**config.mk**
```make
export PLATFORM = sky130hd
export DESIGN_NAME = ram_sync_param
export DESIGN_NICKNAME = d
export VERILOG_FILES = /design/src/rtl/ram_sync_param.sv
export SDC_FILE = /design/constraint.sdc
export NUM_CORES = 1
export LEC_CHECK = 0
export BUFFER_PORTS_ARGS = -buffer_cell sky130_fd_sc_hd__clkbuf_2
export CORE_MARGIN = 3
export CORE_UTILIZATION = 30
export DETAILED_ROUTE_END_ITERATION = 8
export PLACE_DENSITY_LB_ADDON = 0.3
export SETUP_SLACK_MARGIN = 0.02
export SYNTH_ARGS = -nofsm -noshare
export SYNTH_HDL_FRONTEND = slang
export SYNTH_SLANG_ARGS = --single-unit
```
**constraint.sdc**
```tcl
create_clock -name clk -period 2.4 [get_ports clk]
set_input_delay 0.48 -clock clk [delete_from_list [all_inputs] [get_ports clk]]
set_output_delay 0.48 -clock clk [all_outputs]
set_load 0.01 [all_outputs]
```
**src/rtl/ram_sync_param.sv**
```systemverilog
// Synchronous single-port DATA_W x 2^ADDR_W RAM with registered reads and a clear sweep.
// Optional per-word even parity is enabled by defining RAM_SYNC_PARITY_EN.
module ram_sync_param #(
    parameter int unsigned DATA_W = 8,
    parameter int unsigned ADDR_W = 3
) (
    input  logic              clk,
    input  logic              rst,
    input  logic              cs,
    input  logic              rw,
    input  logic [ADDR_W-1:0] addr,
    input  logic [DATA_W-1:0] d_in,
    input  logic              clr,
    output logic [DATA_W-1:0] d_out,
    output logic              rd_valid,
    output logic              busy,
    output logic              par_err
);

    localparam int unsigned DEPTH = 1 << ADDR_W;
`ifdef RAM_SYNC_PARITY_EN
    localparam int unsigned PAR_W = 1;
`else
    localparam int unsigned PAR_W = 0;
`endif
    localparam int unsigned WORD_W = DATA_W + PAR_W;
    localparam logic [ADDR_W-1:0] PTR_LAST = ADDR_W'(DEPTH - 1);

    typedef enum logic {
        CLEAR = 1'b0,
        IDLE  = 1'b1
    } state_e;

    state_e              state_q, state_d;
    logic [ADDR_W-1:0]   ptr_q, ptr_d;
    logic                busy_q;
    logic [DATA_W-1:0]   d_out_q;
    logic                rd_valid_q;
    logic [WORD_W-1:0]   mem_q [DEPTH];

    logic                mem_we;
    logic [ADDR_W-1:0]   mem_waddr;
    logic [WORD_W-1:0]   mem_wdata;
    logic                rd_en;
    logic [WORD_W-1:0]   rd_word;

    assign rd_word = mem_q[addr];

    // Next-state, sweep pointer and memory port control; clr outranks any access.
    always_comb begin
        state_d   = state_q;
        ptr_d     = ptr_q;
        mem_we    = 1'b0;
        mem_waddr = ptr_q;
        mem_wdata = '0;
        rd_en     = 1'b0;
        case (state_q)
            CLEAR: begin
                mem_we = 1'b1;
                if (ptr_q == PTR_LAST) begin
                    state_d = IDLE;
                    ptr_d   = '0;
                end else begin
                    ptr_d = ADDR_W'(ptr_q + 1'b1);
                end
            end
            IDLE: begin
                if (clr) begin
                    state_d = CLEAR;
                    ptr_d   = '0;
                end else if (cs) begin
                    if (rw) begin
                        mem_we    = 1'b1;
                        mem_waddr = addr;
`ifdef RAM_SYNC_PARITY_EN
                        mem_wdata = {^d_in, d_in};
`else
                        mem_wdata = d_in;
`endif
                    end else begin
                        rd_en = 1'b1;
                    end
                end
            end
            default: begin
                state_d = CLEAR;
                ptr_d   = '0;
            end
        endcase
    end

    always_ff @(posedge clk or negedge rst) begin
        if (!rst) begin
            state_q    <= CLEAR;
            ptr_q      <= '0;
            busy_q     <= 1'b1;
            d_out_q    <= '0;
            rd_valid_q <= 1'b0;
        end else begin
            state_q    <= state_d;
            ptr_q      <= ptr_d;
            busy_q     <= (state_d == CLEAR);
            rd_valid_q <= rd_en;
            if (rd_en) begin
                d_out_q <= rd_word[DATA_W-1:0];
            end
        end
    end

    // Array storage is deliberately unreset; the sweep zeroes it.
    always_ff @(posedge clk) begin
        if (mem_we) begin
            mem_q[mem_waddr] <= mem_wdata;
        end
    end

`ifdef RAM_SYNC_PARITY_EN
    logic par_err_q;

    // XOR over data and stored parity is nonzero exactly when they disagree.
    always_ff @(posedge clk or negedge rst) begin
        if (!rst) begin
            par_err_q <= 1'b0;
        end else if (rd_en) begin
            par_err_q <= ^rd_word;
        end
    end

    assign par_err = par_err_q;
`else
    assign par_err = 1'b0;
`endif

    assign d_out    = d_out_q;
    assign rd_valid = rd_valid_q;
    assign busy     = busy_q;

endmodule

```
==> results.json <==
{
  "synth-seq-cells": 78,
  "first_pass_iters": 4,
  "num_rows": 37,
  "path_buf_inv": 0,
  "synth_most_common_cell": "edfxtp_1",
  "min_period_ns": 2.097,
  "path_max_fanout": 8,
  "clkTransAtPathRegs_ns": 0.08,
  "clkSinkCount": 78,
  "setup-violations-final": 0,
  "synth_xor_area_frac": 0,
  "viasPerCell": 4.671,
  "grt_pass1_vias": 1873,
  "yosysTopAreaCellShare": 0.5881,
  "crit_type": "reg -> reg",
  "rsz0062_at_grt": "no",
  "top_layer_used": "met4",
  "portBuffers": 25,
  "drive_above_1_share": 0.2697,
  "n_antenna_cell": 0,
  "grt_pass1_wl_um": 10670,
  "synth-async-reset-ratio": 0.1795,
  "worst_slew_pin_slew_ns": 0.7194,
  "cp_cell_sequence": "and4b_1, mux2_2, nor2_1",
  "initial_core_util": 0.3124,
  "cellLeakagePower_nw": 1.439,
  "synth_top_family_by_area": "multiplexers",
  "place_area_um2": 3545,
  "synthTopCellsByArea": "edfxtp_1 (59%), dfrtp_1 (10%), mux2i_1 (5.8%), mux2_1 (4.1%), o31ai_2 (3.1%)",
  "met1_length_um": 2893,
  "cp-start-kind": "flip-flop",
  "synth_common_cells": "edfxtp_1 (64), mux2i_1 (19), dfrtp_1 (13)",
  "cp-end-kind": "flip-flop",
  "dieArea_um2": 12180,
  "routabilityCongestion": 0.7553,
  "routedWlPerCell_um": 18.38,
  "synth.avg_cell_area_um2": 16.34,
  "ir_drop_mv": 0.3647,
  "synthSimpleGateAreaFrac": 0.06279,
  "grt_util_all_layers": 0.1237,
  "timing.fmax_ghz": 0.4769,
  "synth_nets": 218,
  "skew_ns": 0.01125,
  "grt_overflow_total": 0,
  "cts-root-buf": "clkbuf_8",
  "finalMaxSlewViolations": 0,
  "status": "finished, final reports clean",
  "finalHoldViolCount": 0,
  "cellPowerDensity_nw_per_um2": 1089,
  "synth_ff_type": "edfxtp_1",
  "synthToLayoutAreaGrowth_pct": 15.74,
  "synth_mux_area_frac": 0.1202,
  "path_delay_family": "simple AND/OR/NAND/NOR gates",
  "cp_slowest_stage_delay_ns": 0.53,
  "synth_warnings": 0,
  "post_cts_buffers": 0,
  "crit_required_ns": 2.37,
  "drtIter0Drc": 116,
  "syn_inst": 200,
  "met3_wirelength_um": 467,
  "holdWs_ns": 0.04404,
  "io_pins": 27,
  "cts_buffers": 9,
  "dp.cells": 361,
  "core_um2": 10460,
  "synth_fa_ha_area_frac": 0.007657,
  "num-fill-cells": 1037,
  "synth-edff-count": 64,
  "maxCapViolations": 0,
  "clock_latency_ns": 0.34,
  "period_share": 0.8736,
  "cts_htree_levels": 3,
  "instances_no_fill": 377,
  "cts_resized": 0,
  "cts_buffer_depth": 2,
  "slew_headroom": 0.5186,
  "worstPathArrival_ns": 2.07,
  "yosys.area.top_type": "edfxtp_1",
  "holdBufCountCts": 0,
  "vias": 1761,
  "drt_wl_total_um": 6929,
  "seq_area_frac_synth": 0.6956,
  "die_x_um": 110.4,
  "fin_area_um2": 3782,
  "synth_compound_area_frac": 0.07810,
  "hold_path_class": "in -> async",
  "netlist_area_um2": 3268,
  "critPathSlowestCell": "nor2_1",
  "dpl.hpwl_um": 4840,
  "met2_wirelength_um": 3532,
  "final_antenna_net_count": 0,
  "antenna_found_initial": 0,
  "grt_max_degree": 33,
  "total_power_mw": 4.119,
  "nets": 254,
  "setup-tns-final_ns": 0,
  "detail_route.drc_violations": 0,
  "die_h_um": 110.4,
  "ys_types": 27,
  "cts_tree": "yes"
}
final cells by class:
cell class | count | area, um^2 | share of cell area
clock buffer | 11 | 131.4 | 0.03473
clock inverter | 5 | 106.4 | 0.02812
inverter | 3 | 11.26 | 0.002977
multi-input combinational | 108 | 882.1 | 0.2332
sequential | 78 | 2273 | 0.6011
tap | 136 | 170.2 | 0.04499
timing repair buffer | 36 | 207.7 | 0.05491
cells in the final DEF, fill, tap and decap left out, types with 3 or more instances in the layout:
| cell | instances |
|---|---|
| buf_4 | 11 |
| bufinv_16 | 3 |
| o31ai_2 | 8 |
| dfrtp_1 | 13 |
| nor2_1 | 11 |
| mux2i_1 | 19 |
| mux2_1 | 12 |
| clkbuf_8 | 9 |
| clkbuf_2 | 25 |
| nand2_1 | 11 |
| o22ai_1 | 8 |
| a22o_1 | 10 |
| mux2_2 | 6 |
| inv_1 | 3 |
| edfxtp_1 | 64 |
| and2_1 | 8 |
| nor2b_1 | 3 |
worst register-to-register path, stage by stage, from the launching register on:
cell and delay, ns:
dfrtp_1 0.48, and4b_1 0.34, mux2_2 0.37, nor2_1 0.53
per-layer routing:
metal	global-route usage	up-vias
li1	-	829
met5	0	-
met3	0.03203	2
met2	0.2062	51
met1	0.1586	879
met4	0.03694	0
where the power goes:
part	total, mW	internal [mW]	switching [mW]
registers	2.07	1.92	0.148
clock network	1.16	0.696	0.466
logic	0.887	0.357	0.530
total	4.12	2.97	1.14
through the flow:
step,setup slack [ns],util
floorplan,0.5013,-
detailed placement,0.1608,0.3388
CTS,0.2765,0.3615
global route,0.1524,0.3615
global placement,0.1965,0.3388
finish,0.3033,0.3615
state kept, by name, summed over array words and instances, names as in the netlist:
| register | cells |
|---|---|
| busy | 1 |
| state_q | 1 |
| rd_valid | 1 |
| d_out | 8 |
| ptr_q | 3 |
| mem_q | 64 |
cell families after synthesis:
kind of cell	count (synthesis)
flip-flops	78
AND/OR/NAND/NOR	39
multiplexers	37
AO/OA/AOI/OAI	29
other	1
adder cells (fa/ha/maj)	2
buffers and inverters	14
final timing paths:
| path | depth (start not counted) | from | endpoint | slack, ns |
|---|---|---|---|---|
| max in group asynchronous | 1 | rst | busy | 2.04 |
| min reg2reg | 2 | d_out[2] | d_out[2] | 0.50 |
| max reg2reg | 3 | state_q | mem_q[5][6] | 0.30 |
| min | 1 | rst | d_out[0] | 0.04 |
| min in group clk | 2 | d_out[2] | d_out[2] | 0.50 |
| max | 3 | state_q | mem_q[5][6] | 0.30 |
(Power assumes the default switching activity.)
